### src/rtl/seg_display_scan.sv
// Scans a 32-bit value across an 8-digit multiplexed seven-segment display.
// Updates are double-buffered so a new value only appears at a frame boundary.
module seg_display_scan #(
    parameter int CLK_DIV      = 100000,
    parameter int BLINK_FRAMES = 64
) (
    input  logic        Clock,
    input  logic        Reset,
    input  logic        Load,
    input  logic [31:0] Data,
    input  logic        LZB,
    input  logic        Halt,
    output logic [7:0]  AN,
    output logic [6:0]  SEG,
    output logic        DP,
    output logic        Frame
);

    localparam int DIV_W = (CLK_DIV > 2) ? $clog2(CLK_DIV) : 1;
    localparam logic [DIV_W-1:0] DIV_MAX = DIV_W'(CLK_DIV - 1);
    localparam logic [7:0] FC_MAX = 8'(BLINK_FRAMES - 1);

    logic [DIV_W-1:0] div;
    logic [2:0]       dig;
    logic [31:0]      pend;
    logic             pend_v;
    logic [31:0]      shown;
    logic [7:0]       fc;
    logic             phase;

    logic             tick;
    logic             wrap;
    logic [3:0]       nib;
    logic [7:0]       blank_mask;
    logic             blank;
    logic [7:0]       an_next;
    logic [6:0]       seg_next;
    logic             dp_next;

    function automatic logic [6:0] hex_to_seg(input logic [3:0] h);
        logic [6:0] s;
        case (h)
            4'h0: s = 7'h40;
            4'h1: s = 7'h79;
            4'h2: s = 7'h24;
            4'h3: s = 7'h30;
            4'h4: s = 7'h19;
            4'h5: s = 7'h12;
            4'h6: s = 7'h02;
            4'h7: s = 7'h78;
            4'h8: s = 7'h00;
            4'h9: s = 7'h10;
            4'hA: s = 7'h08;
            4'hB: s = 7'h03;
            4'hC: s = 7'h46;
            4'hD: s = 7'h21;
            4'hE: s = 7'h06;
            default: s = 7'h0E;
        endcase
        return s;
    endfunction

    assign tick = (div == DIV_MAX);
    assign wrap = tick && (dig == 3'd7);

    // Scan timing: divider and digit index
    always_ff @(posedge Clock) begin
        if (Reset) begin
            div <= '0;
            dig <= 3'd0;
        end else begin
            div <= tick ? '0 : div + 1'b1;
            if (tick) begin
                dig <= dig + 3'd1;
            end
        end
    end

    // A Load coinciding with a wrap still lets the older pending value through.
    always_ff @(posedge Clock) begin
        if (Reset) begin
            pend   <= 32'd0;
            pend_v <= 1'b0;
            shown  <= 32'd0;
        end else begin
            if (wrap && pend_v) begin
                shown <= pend;
            end
            if (Load) begin
                pend   <= Data;
                pend_v <= 1'b1;
            end else if (wrap) begin
                pend_v <= 1'b0;
            end
        end
    end

    always_ff @(posedge Clock) begin
        if (Reset || !Halt) begin
            fc    <= 8'd0;
            phase <= 1'b0;
        end else if (wrap) begin
            if (fc >= FC_MAX) begin
                fc    <= 8'd0;
                phase <= ~phase;
            end else begin
                fc <= fc + 8'd1;
            end
        end
    end

    // Digit i is a leading zero when nibbles i..7 are all zero; digit 0 never is.
    always_comb begin
        blank_mask = 8'h00;
        for (int i = 1; i < 8; i++) begin
            blank_mask[i] = ((shown >> (4 * i)) == 32'd0);
        end
    end

    always_comb begin
        nib      = shown[{dig, 2'b00} +: 4];
        blank    = LZB && blank_mask[dig];
        an_next  = blank ? 8'hFF : ~(8'd1 << dig);
        seg_next = blank ? 7'h7F : hex_to_seg(nib);
        dp_next  = !((dig == 3'd0) && Halt && phase);
    end

    always_ff @(posedge Clock) begin
        if (Reset) begin
            AN    <= 8'hFF;
            SEG   <= 7'h7F;
            DP    <= 1'b1;
            Frame <= 1'b0;
        end else begin
            AN    <= an_next;
            SEG   <= seg_next;
            DP    <= dp_next;
            Frame <= wrap;
        end
    end

endmodule

### config.mk
export PLATFORM = sky130hd
export DESIGN_NAME = seg_display_scan
export DESIGN_NICKNAME = d
export VERILOG_FILES = /design/src/rtl/seg_display_scan.sv
export SDC_FILE = /design/constraint.sdc
export NUM_CORES = 1
export LEC_CHECK = 0
export ABC_CLOCK_PERIOD_IN_PS = 2100
export CAP_MARGIN = 20
export CORE_ASPECT_RATIO = 1.5
export CORE_MARGIN = 4
export CORE_UTILIZATION = 52
export CTS_BUF_LIST = sky130_fd_sc_hd__clkbuf_8
export DETAILED_ROUTE_END_ITERATION = 10
export HOLD_SLACK_MARGIN = 0.02
export PLACE_DENSITY = 0.87
export SLEW_MARGIN = 10
export SYNTH_ARGS = -nofsm -noshare
export SYNTH_HDL_FRONTEND = slang
export SYNTH_SLANG_ARGS = --single-unit
### constraint.sdc
create_clock -name Clock -period 2.1 [get_ports Clock]
set_input_delay 0.525 -clock Clock [delete_from_list [all_inputs] [get_ports Clock]]
set_output_delay 0.525 -clock Clock [all_outputs]
set_load 0.02 [all_outputs]
* Yosys cells after proc, flatten, opt, wreduce, memory -nomap -nowiden *
Memories as Yosys holds them, arrays and structs flattened. A register that Yosys moved wholly into a read port is not among the register bits.
Cells that the tools add are included.

storage, ports and cells
  logic and storage cells = 47
  input port bits = 37
  memories kept = 1
  bits in read-only memories = 112
  output and inout port bits = 17
  register bits after elaboration = 104

memory list
  memory            words  bits a word  read ports  clocked after Yosys merged registers in  write ports  RTL line  text
  (name not given)  16     7            1           1                                        0            42        case (h)

operators by class
  add/subtract/negate cells = 3
  shift-type cells = 2
  reduce and logical (&&, ||, !) cells = 20
  mux-type cells = 5
  equal/unequal tests = 2
  bitwise operators = 2
  $lt $le $gt $ge = 2

operators with widths
  kind                     number
  $logic_not A32 Y1        7
  $shiftx A32 B6 Y4        1
  $add A17 B1 Y17 const B  1
  $eq A17 B17 Y1 const B   1
  $add A8 B1 Y8 const B    1
  $ge A8 B6 Y1 const B     1
  $mux W8                  1
  $not A8 Y8               1
  $shl A1 B3 Y8 const A    1
  $logic_and A1 B1 Y1      5
  $lt A3 B4 Y1 const B     1
  $reduce_or A2 Y1         2
  $add A3 B1 Y3 const B    1
  $bmux W1 S3              1
  $eq A3 B3 Y1 const B     1
  $logic_not A3 Y1         1
  $mux W1                  3
  $logic_not A1 Y1         2
  $reduce_and A2 Y1        1
  $reduce_bool A2 Y1       1
  $logic_or A1 B1 Y1       1
  $not A1 Y1               1

* Logic depth before layout (Yosys ltp) *
Gate-level depths: netlist of run 1.

  word-level depth = 5
  gate-level depth with buffers = 10
  mapped depth without buffers = 8

* Least setup slack after synthesis of run 1 *
No wires, ideal clock.

  path type = reg2reg
  start = register dig[0]
  end = register SEG[3]
  clock period less this slack = 2.204 ns
  data required time = 2.026 ns
  stages on the path, launching flop included = 8
  arrival = 2.130 ns
  setup time = 0.074 ns
  slack = -0.104 ns
  path buffers = 1
  cell sequence = dfxtp_1 buf_2 mux4_2 mux2_2 inv_1 ha_1 o211a_1 o21ai_0

between the ends
  word-level cells in the longest chain between the ends = 4
  elaborated cells on any way between the ends = 5
  those cells by class = shift (1); mux (2); reduce/logical (2)

RTL lines
  what                           RTL line  text
  start, declared                24        logic [2:0] dig;
  start signal, assigned         74        dig <= dig + 3'd1;
  $bmux W1 S3                    122       blank = LZB && blank_mask[dig];
  $mux W1 (implied by the code)  122
  $logic_and A1 B1 Y1            122
  $reduce_or A2 Y1 (no line)     -
  end, declared                  14        output logic [6:0] SEG,

Parallel ways exist; a longest one is shown, timed or not. The select of a mux whose other input is x is not followed.
A chain may end at the register's enable or synchronous reset.

* Worst setup path after layout of run 1 *
  start = register div[15]
  end = register shown[21]

between the ends
  word-level cells in the longest chain between the ends = 3

RTL lines
  what                    RTL line  text
  start, declared         23        logic [DIV_W-1:0] div;
  start signal, assigned  72        div <= tick ? '0 : div + 1'b1;
  $eq A17 B17 Y1          63        assign tick = (div == DIV_MAX);
  $logic_and A1 B1 Y1     64        assign wrap = tick && (dig == 3'd7);
  $logic_and A1 B1 Y1     86        if (wrap && pend_v) begin
  end signal, assigned    87        shown <= pend;
  end, declared           27        logic [31:0] shown;

No other way between the ends.

==> impl_results.md, run 1 <==
* Fin crit share at 0.938
* Worst-skew pair later-pin latency at about 0.38 ns
* Xor/xnor share of the synthesized area at 0.0386
* Design Area, Final at around 5600 µm²
* Sequential Power Share at 0.607
* H-Tree Depth at 3
* Prevailing post-synth register cell: dfxtp_1
* Leakage power at roughly 2.2 nW
* Fin. Hold Viols at 0
* Initial DRC count at slightly above 200
* DRC at 0
* Die Wd at ~86 µm
* Seq/Total Area, Yosys at 0.467
* CP Capture Type: flop
* Post-synthesis net count at between 500 and 600
* Clk pwr share at 0.328
* CTS tree: done
* Pint at 2.73 mW
* Critical path buffers and inverters at 1
* Clk sink count at between 100 and 150
* Antenna fix cells at 0
* Synthesized area per cell at roughly 9.7 µm²
* DRT Pass-1 Iters at 4
* Via Count at between 3k and 4k
* Final min period at just under 2 ns
* Area share of and/or/nand/nor cells after synthesis at 0.191
* Fillers at around 700
* Post-Syn Instances at between 400 and 500
* Clock Tree Buf Depth at 2
* Crit path DAT at 2.28 ns
* Die footprint at around 11000 µm²
* Worst hold path class: flop to flop
* Crit path max-delay family: simple AND/OR/NAND/NOR gates
* Sum of net half-perimeters after detailed placement at roughly 7000 µm
* RSZ-0062 raised after global routing: false
* Slowest CP cell: or4bb_1
* Crit Path Max Fanout at 32
* Worst-Margin Slew at between 0.3 and 0.4 ns
* Highest clock rate at just over 500 MHz
* CTS buffer count at 9
* Die Span Y at ~130 µm
* Nets at 599
* Post-Synth Adder-Cell Area at 0.0368
* Placer Congestion at approximately 0.9
* # IOs at between 50 and 60
* Switching Power at 0.868 mW
* Max IR drop VDD at 0.000344 V
* Initial Utilization at 0.536
* Total power at about 3.6 mW
* Crit path required time at 2.41 ns
* Initial antenna violation count at 0
* GRT overflow at 0
* Critical path startpoint category: flop
* Combinational share of power at 0.065
* P&R area growth vs syn at 18.4%
* Routed Antenna Nets at 0
* Number of synthesized register bits at approximately 110
* Setup TNS at 0 ns
* Post-Synthesis Cell Area at 4760 µm²
* Core area at between 8000 and 9000 µm²
* Post-synthesis mux area share at 0.124
* Clock-pin slew on the worst setup and hold paths at roughly 0.10 ns
* Drt via density at about 5.5
* Async set or reset register ratio after synthesis at 0
* Routed WL per cell at 14.5 µm
* Fin. max-slew vios at 0
* # Max-Cap Violations at 0
* Proportion of layout cells with a drive suffix above 1 at 0.161
* Clk root buf: clkbuf_8
* Synth Warn # at 0
* Largest net degree at the start of global routing at 40
* Run status: complete, no violations
* Port buffer count at 53
* Sw Share at 0.242
* Crit Path Class: flop to flop
* WHS at 0.439 ns
* Worst-case clock skew at ~0.010 ns
* DRT Wirelength at just under 10000 µm
* PD cells at 638 nW/µm²
* Synth Area in Compound Gates at 0.0920
* Global-route wire length before repair at about 16000 µm
* Final-report setup violation count at 0
* Tot GR Track Use at 0.187
* Num rows at 42
* Cell Chain, Critical Path: or4bb_1 > nor4_4 > and3_1 > buf_12 > nand2_1 > a21oi_2
* Vias in the first global route at roughly 3.7k
* Yosys cell types at 45
* Largest family of logic cells by synthesized area: simple AND/OR/NAND/NOR gates
* CP max stage delay at between 0.6 and 0.7 ns
* Post-synth EDFFs at 0
* Placed Area at about 5400 µm²
* Slew headroom at 0.751
==> metal layers <==
| layer | wire (µm) | global-route usage | part of all wire | up-vias |
|---|---|---|---|---|
| met4 | 389 | 0.104 | 0.040 | 0 |
| met3 | 432 | 0.0467 | 0.045 | 36 |
| met2 | 5020 | 0.319 | 0.52 | 106 |
| met1 | 3780 | 0.207 | 0.39 | 1745 |
| met5 | 0 | 0 | 0 | - |
| li1 | - | - | - | 1788 |
==> worst register-to-register path, stage by stage (launching register included) <==
cell and delay [ns]:
dfxtp_1 0.38, or4bb_1 0.63, nor4_4 0.20, and3_1 0.24, buf_12 0.19, nand2_1 0.11, a21oi_2 0.16
==> synthesized netlist by cell type (all sizes together), types with 4 or more instances <==
library cell  count  area share
nand2            80       0.064
mux2i            41       0.086
clkbuf           16       0.021
mux4              7       0.033
and3              7      0.0092
xnor2             7       0.013
nand4             6      0.0079
inv              11      0.0087
xor2             14       0.026
a21oi            39       0.065
dfxtp           111        0.47
ha               14       0.037
buf              11       0.019
nor4             10       0.016
o221ai            4      0.0074
o21ai             6      0.0063
nor2             62       0.049
nand3            17       0.018
==> kinds of logic after synthesis <==
logic type | after synthesis
AND/OR/NAND/NOR | 198
flip-flops | 111
buffers and inverters | 39
adder cells (fa/ha/maj) | 14
XOR/XNOR | 21
AO/OA/AOI/OAI | 57
multiplexers | 50
==> power by group through the flow <==
stage          sequential (mW)  clock, mW  combinational (mW)
6_report                  2.18       1.18               0.233
5_1_grt                   2.19       1.30               0.256
4_1_cts                   2.18       1.21               0.235
3_5_place_dp              2.23          0               0.234
3_3_place_gp              2.23          0               0.228
2_1_floorplan             2.23          0               0.118
==> registers in the layout, indices dropped and copies added (netlist names), 3 cells and up <==
register	flops
AN	8
SEG	7
dig	3
div	17
fc	8
pend	32
shown	32
==> path summary, 6_finish.rpt <==
kind	slack, ns	depth (start not counted)	to	from
min	0.44	1	DP	phase
min reg2reg	0.44	1	DP	phase
max reg2reg	0.13	6	shown[21]	div[15]
max	0.13	6	shown[21]	div[15]
==> final cells by class <==
| type | instances | area (µm²) | share of cell area |
|---|---|---|---|
| Sequential cell | 111 | 2230 | 0.395 |
| Tap cell | 110 | 138 | 0.0244 |
| Clock buffer | 9 | 124 | 0.0220 |
| Timing Repair Buffer | 75 | 736 | 0.131 |
| Clock inverter | 7 | 55.1 | 0.00977 |
| Multi-Input combinational cell | 340 | 2310 | 0.411 |
| Inverter | 11 | 41.3 | 0.00733 |
==> placed cells by master, fill, tap and decap left out, types with 6 or more instances in the layout <==
master	n
a21oi_1	9
a21oi_2	30
and3_1	7
buf_4	18
clkbuf_8	9
clkdlybuf4s50_1	51
dfxtp_1	109
ha_1	14
inv_1	10
mux2i_1	41
mux4_2	7
nand2_1	78
nand3_1	17
nand4_1	6
nor2_1	62
nor4_1	8
o21ai_0	6
xnor2_1	7
xor2_1	14
==> metrics by stage <==
stage / std cells / util / worst slack (ns)
4_1_cts: 662 / 0.632 / 0.0479
3_5_place_dp: 646 / 0.611 / 0.0613
3_3_place_gp: 646 / 0.611 / 0.153
2_1_floorplan: 490 / - / 0.0444
6_report: 663 / 0.635 / 0.130
5_1_grt: 663 / 0.635 / 0.00434
==> repair_timing <==
item	CTS	global route
hold buffers	0	0
endpoints found under the hold margin	0	0
setup endpoints to repair	2	21
buffers inserted	0	1
gates resized for setup	1	5
No activity file was read; power rests on OpenSTA's default activity.
==> inputs of run 2 (changes only) <==
--- a/config.mk
+++ b/config.mk
@@ -5,15 +5,15 @@
 export SDC_FILE = /design/constraint.sdc
 export NUM_CORES = 1
 export LEC_CHECK = 0
-export ABC_CLOCK_PERIOD_IN_PS = 2100
+export ABC_CLOCK_PERIOD_IN_PS = 2080
 export CAP_MARGIN = 20
 export CORE_ASPECT_RATIO = 1.5
 export CORE_MARGIN = 4
-export CORE_UTILIZATION = 52
+export CORE_UTILIZATION = 58
 export CTS_BUF_LIST = sky130_fd_sc_hd__clkbuf_8
 export DETAILED_ROUTE_END_ITERATION = 10
 export HOLD_SLACK_MARGIN = 0.02
-export PLACE_DENSITY = 0.87
+export PLACE_DENSITY = 0.91
 export SLEW_MARGIN = 10
 export SYNTH_ARGS = -nofsm -noshare
 export SYNTH_HDL_FRONTEND = slang
==> constraint.sdc (replaced) <==
create_clock -name Clock -period 2.08 [get_ports Clock]
set_input_delay 0.52 -clock Clock [delete_from_list [all_inputs] [get_ports Clock]]
set_output_delay 0.52 -clock Clock [all_outputs]
set_load 0.005 [all_outputs]
==> run 2 against run 1 <==
Net effect:
- clock power grew 15%
- combinational power shrank 3%
- global-route usage grew 2.7 points
- clock skew shrank 0.00051 ns
- highest routed layer unchanged
- sequential power is essentially flat
- worst setup slack lost 0.047 ns
- design area grew 0.13%
- critical path depth is the same
- total power grew 5.3%
==> impl_results.md, run 2 (same netlist as run 1, synthesis figures left out) <==
* Fin. max-slew vios at 0
* CP Capture Type: flop
* Most common cell after layout, fill and taps aside: dfxtp_1
* Routed Antenna Nets at 0
* Antenna fix cells at 0
* Initial DRC count at 263
* Proportion of layout cells with a drive suffix above 1 at 0.157
* Cell Chain, Critical Path: mux4_2 > mux2_2 > inv_1 > ha_1 > o211a_1 > o21ai_0
* Global-route wire length before repair at about 16000 µm
* H-Tree Depth at 3
* Critical path buffers and inverters at 1
* Sum of net half-perimeters after detailed placement at 7280 µm
* End of the critical path: SEG[3]
* Most frequent cells in the layout: dfxtp_1 (109), nand2_1 (78), nor2_1 (62), clkdlybuf4s50_1 (51), mux2i_1 (41)
* DRC at 0
* Max IR drop VDD at 0.000602 V
* Critical path startpoint category: flop
* PD cells at ~670 nW/µm²
* Initial antenna violation count at 0
* Final min period at ~2 ns
* Crit path DAT at 2.30 ns
* Highest clock rate at ~500 MHz
* Die Wd at 82.0 µm
* Core area at between 8000 and 9000 µm²
* Fin crit share at 0.960
* Initial Utilization at 0.595
* Clk root buf: clkbuf_8
* Crit path max-delay family: multiplexers
* Fin. Hold Viols at 0
* Via Count at roughly 3.6k
* DRT Pass-1 Iters at 5
* Crit Path Max Fanout at 6
* Clock Tree Buf Depth at 2
* P&R area growth vs syn at 18.5%
* Die Span Y at ~120 µm
* FF-to-FF Start: dig[0]
* Pre-CTS setup slack at ~0.015 ns
* Final-report setup violation count at 0
* Num rows at 40
* Largest net degree at the start of global routing at 38
* Worst hold path class: flop to flop
* Placer Congestion at 0.877
* CTS tree: done
* CP max stage delay at 0.50 ns
* Die footprint at a little under 10000 µm²
* Drt via density at roughly 5.5
* R2R Path End: SEG[3]
* Slowest CP cell: mux4_2
* Run status: complete, no violations
* Worst-skew pair later-pin latency at between 0.3 and 0.4 ns
* # IOs at 54
* Leakage power at around 2.2 nW
* DRT Wirelength at 9890 µm
* Clk sink count at between 100 and 150
* Worst-Margin Slew at approximately 0.46 ns
* # Max-Cap Violations at 0
* Crit path required time at about 2.4 ns
* Slew headroom at 0.693
* Cells on worst reg2reg path at 6
* WHS at ~0.44 ns
* Clock-pin slew on the worst setup and hold paths at about 0.10 ns
* Top flop regs: pend x32, shown x32, div x17
* R2R setup slack at between 0.08 and 0.09 ns
* Fillers at about 560
* Routed WL per cell at 15.0 µm
* Worst setup margin at between 0.08 and 0.09 ns
* Port buffer count at 53
* GRT overflow at 0
* Crit Path Class: flop to flop
* Instance count on the critical path at 6
* Worst Setup SP: dig[0]
* Tot GR Track Use at 0.214
* Nets at ~600
* Vias in the first global route at 3589
* Worst-case clock skew at a little under 0.01 ns
* CTS buffer count at 9
==> run 2: routing by layer <==
| metal | up-vias | part of all wire | global-route usage |
|---|---|---|---|
| li1 | 1792 | - | - |
| met1 | 1714 | 0.37 | 0.232 |
| met2 | 87 | 0.55 | 0.383 |
| met3 | 36 | 0.037 | 0.0371 |
| met4 | 0 | 0.042 | 0.109 |
| met5 | - | 0 | 0 |
==> run 2: worst min path at each step <==
stage	startpoint	end	slack (ns)	depth (start not counted)
final	phase	DP	0.44	1
after global routing	phase	DP	0.46	1
after CTS	phase	DP	0.46	1
after detailed placement	phase	DP	0.42	1
after global placement	phase	DP	0.42	1
after floorplan	phase	DP	0.38	1
==> run 2: power by group <==
group	total [mW]	switching, mW	internal [mW]
clock	1.36	0.662	0.696
combinational	0.226	0.0992	0.127
sequential	2.20	0.0275	2.17
total	3.78	0.788	3.00
==> run 2: area by class of cell <==
cell class	instances	area, µm²	area share
Clock buffer	10	138	0.0244
Clock inverter	5	75.1	0.0133
Inverter	11	41.3	0.00732
Multi-Input combinational cell	340	2300	0.408
Sequential cell	111	2230	0.395
Tap cell	105	131	0.0233
Timing Repair Buffer	77	729	0.129
==> run 2: timing repair <==
| item | CTS | global route |
|---|---|---|
| gates resized for setup | 0 | 4 |
| hold buffers | 0 | 0 |
| setup buffers | 0 | 1 |
| setup endpoints to repair | 0 | 60 |
| endpoints found under the hold margin | 0 | 0 |
==> run 2: stage by stage <==
step / utilization / instance area (µm²) / power [mW] / setup TNS, ns / std cells
2_1_floorplan: - / 4770 / 2.36 / 0 / 490
3_3_place_gp: 0.675 / 5410 / 2.47 / 0 / 643
3_5_place_dp: 0.675 / 5410 / 2.48 / 0 / 643
4_1_cts: 0.702 / 5620 / 3.81 / 0 / 658
5_1_grt: 0.705 / 5640 / 3.91 / -0.00479 / 659
6_report: 0.705 / 5640 / 3.78 / 0 / 659
==> run 2: worst reg2reg max path: stages (launching register included) <==
cell and delay [ns]:
dfxtp_4 0.41, mux4_2 0.50, mux2_2 0.33, inv_1 0.10, ha_1 0.24, o211a_1 0.22
o21ai_0 0.14
==> inputs of run 3 (changes only) <==
--- a/config.mk
+++ b/config.mk
@@ -5,10 +5,10 @@
 export SDC_FILE = /design/constraint.sdc
 export NUM_CORES = 1
 export LEC_CHECK = 0
+export ABC_AREA = 0
 export ABC_CLOCK_PERIOD_IN_PS = 2080
 export CAP_MARGIN = 20
 export CORE_ASPECT_RATIO = 1.5
-export CORE_MARGIN = 4
 export CORE_UTILIZATION = 58
 export CTS_BUF_LIST = sky130_fd_sc_hd__clkbuf_8
 export DETAILED_ROUTE_END_ITERATION = 10
==> run 3 against run 2 <==
Net effect:
- sequential power is essentially flat
- register-to-register slack improved by 0.05 ns
- design area decreased by 0.67%
- first-iteration DRC count shrank 37%
- flip-flop and latch count did not move
- clock skew grew 0.00069 ns
- worst hold slack worse by 0.0096 ns
- clock power down 18%
- global-route usage increased by 2.2 points
- wire length down 5.6%
- clock-buffer cell count unchanged
- critical endpoint unchanged
- highest routed layer unchanged
==> impl_results.md, run 3 (same netlist as run 1, synthesis figures left out) <==
* Run status: complete, no violations
* Combinational share of power at 0.063
* Routed WL per cell at about 14 µm
* H-Tree Depth at 3
* Sequential Power Share at 0.621
* Leakage power at approximately 2.2 nW
* Max IR drop VDD at about 0.00045 V
* Finished Core Util at 0.704
* Metal-1 WL at 3910 µm
* Hold depth at 1
* Drt via density at approximately 5.4
* Sum of net half-perimeters after detailed placement at ~7000 µm
* Top Metal Used: met4
* CTS tree: done
* Met2 WL at roughly 4900 µm
* DRT Wirelength at about 9300 µm
* Setup TNS at 0 ns
* GRT overflow at 0
* Highest clock rate at between 500 and 600 MHz
* FF-to-FF Start: dig[0]
* # IOs at 54
* Sw Share at 0.224
* Placed Area at roughly 5400 µm²
* Port buffer count at 53
* Clk pwr share at 0.316
* Hold path startpoint: phase
* Fin crit share at 0.934
* R2R setup slack at approximately 0.14 ns
* Clk sink count at roughly 110
* Crit path required time at approximately 2.4 ns
* Most common cell after layout, fill and taps aside: dfxtp_1
* Largest net degree at the start of global routing at 53
* Routed Antenna Nets at 0
* Core area at between 7000 and 8000 µm²
* Worst Setup SP: dig[0]
* DRT Pass-1 Iters at 4
* P&R area growth vs syn at 17.7%
* Initial DRC count at 167
* PD cells at about 630 nW/µm²
* Critical path startpoint category: flop
* Cells on worst reg2reg path at 6
* Die footprint at between 8000 and 9000 µm²
* Slew headroom at 0.634
* Num rows at 40
* Tot GR Track Use at 0.236
* Worst-case clock skew at about 0.010 ns
* # Max-Cap Violations at 0
* Final min period at approximately 1.9 ns
* Crit path max-delay family: multiplexers
* Clk root buf: clkbuf_8
* Via Count at roughly 3.6k
* Critical path buffers and inverters at 1
* CP max stage delay at a little under 0.5 ns
* Pint at 2.75 mW
* Worst-skew pair later-pin latency at between 0.3 and 0.4 ns
* Antenna fix cells at 0
* Cell Chain, Critical Path: mux4_2 > mux2_2 > inv_1 > ha_1 > o211a_1 > o21ai_0
* CP Capture Type: flop
* Clock-pin slew on the worst setup and hold paths at about 0.09 ns
* Final-report setup violation count at 0
* Clock Tree Buf Depth at 2
* Worst hold path class: flop to flop
* Nets at about 600
* Hold EP: DP
* Initial antenna violation count at 0
* WHS at 0.429 ns
* Crit Path Class: flop to flop
* Pre-CTS setup slack at just under 0.08 ns
* Total power at 3.55 mW
* DRC at 0
* Design Area, Final at approximately 5600 µm²
* Worst setup margin at ~0.14 ns
* Placer Congestion at between 0.9 and 1
* Most frequent cells in the layout: dfxtp_1 (109), nand2_1 (78), nor2_1 (62), clkdlybuf4s50_1 (51), mux2i_1 (41)
* DR WL met3 at about 280 µm
* Initial Utilization at 0.598
* RSZ-0062 raised after global routing: false
* Top flop regs: pend x32, shown x32, div x17
* Slowest CP cell: mux4_2
* Die Span Y at 113 µm
* Vias in the first global route at roughly 3.6k
* R2R Path End: SEG[3]
* Crit path DAT at roughly 2.3 ns
* Fin. max-slew vios at 0
* Switching Power at between 0.7 and 0.8 mW
* Fin. Hold Viols at 0
* CTS buffer count at 9
* Worst-Margin Slew at 0.549 ns
* Die Wd at around 76 µm
* Proportion of layout cells with a drive suffix above 1 at 0.158
* Final Instance Count excl. Fillers at 657
* Global-route wire length before repair at about 16000 µm
* Placed insts at 641
* Crit Path Max Fanout at 5
==> run 3: cell count changes in the layout (fill, tap and decap cells not counted), moves of 2 or more <==
cell,change
buf_12,+2
clkinv_2,+3
buf_4,-3
bufinv_16,-2
==> run 3: worst reg2reg max path, cell delays in order (launching register included) <==
cell and delay [ns]:
dfxtp_4 0.38, mux4_2 0.49, mux2_2 0.32, inv_1 0.09, ha_1 0.24, o211a_1 0.22
o21ai_0 0.13
==> run 3: routing by layer <==
metal / GRT usage / vias up
li1: - / 1781
met1: 0.262 / 1700
met2: 0.418 / 69
met3: 0.0565 / 23
met4: 0.123 / 0
met5: 0 / -
==> run 3: worst max path at each step <==
stage | end | cells after the start
2_1_floorplan | SEG[3] | 7
3_3_place_gp | SEG[3] | 5
3_5_place_dp | SEG[3] | 7
4_1_cts | SEG[3] | 7
5_1_grt | SEG[3] | 8
6_report | SEG[3] | 6
==> run 3: final cells by class <==
class | instances | area, µm²
multi-input combinational | 340 | 2310
clock inverter | 5 | 26.3
inverter | 11 | 41.3
clock buffer | 10 | 138
tap | 105 | 131
fill | 578 | 2350
sequential | 111 | 2230
timing repair buffer | 75 | 736
==> run 3: power by group through the flow <==
stage / clock, mW / sequential [mW] / combinational (mW)
2_1_floorplan: 0 / 2.24 / 0.119
3_3_place_gp: 0 / 2.25 / 0.217
3_5_place_dp: 0 / 2.25 / 0.225
4_1_cts: 1.14 / 2.20 / 0.225
5_1_grt: 1.24 / 2.21 / 0.244
6_report: 1.12 / 2.20 / 0.224
==> run 3: repair_timing <==
item,in CTS,in global routing
endpoints found under the setup margin,0,50
buffers inserted,0,1
resized for setup,0,4
hold buffers,0,0
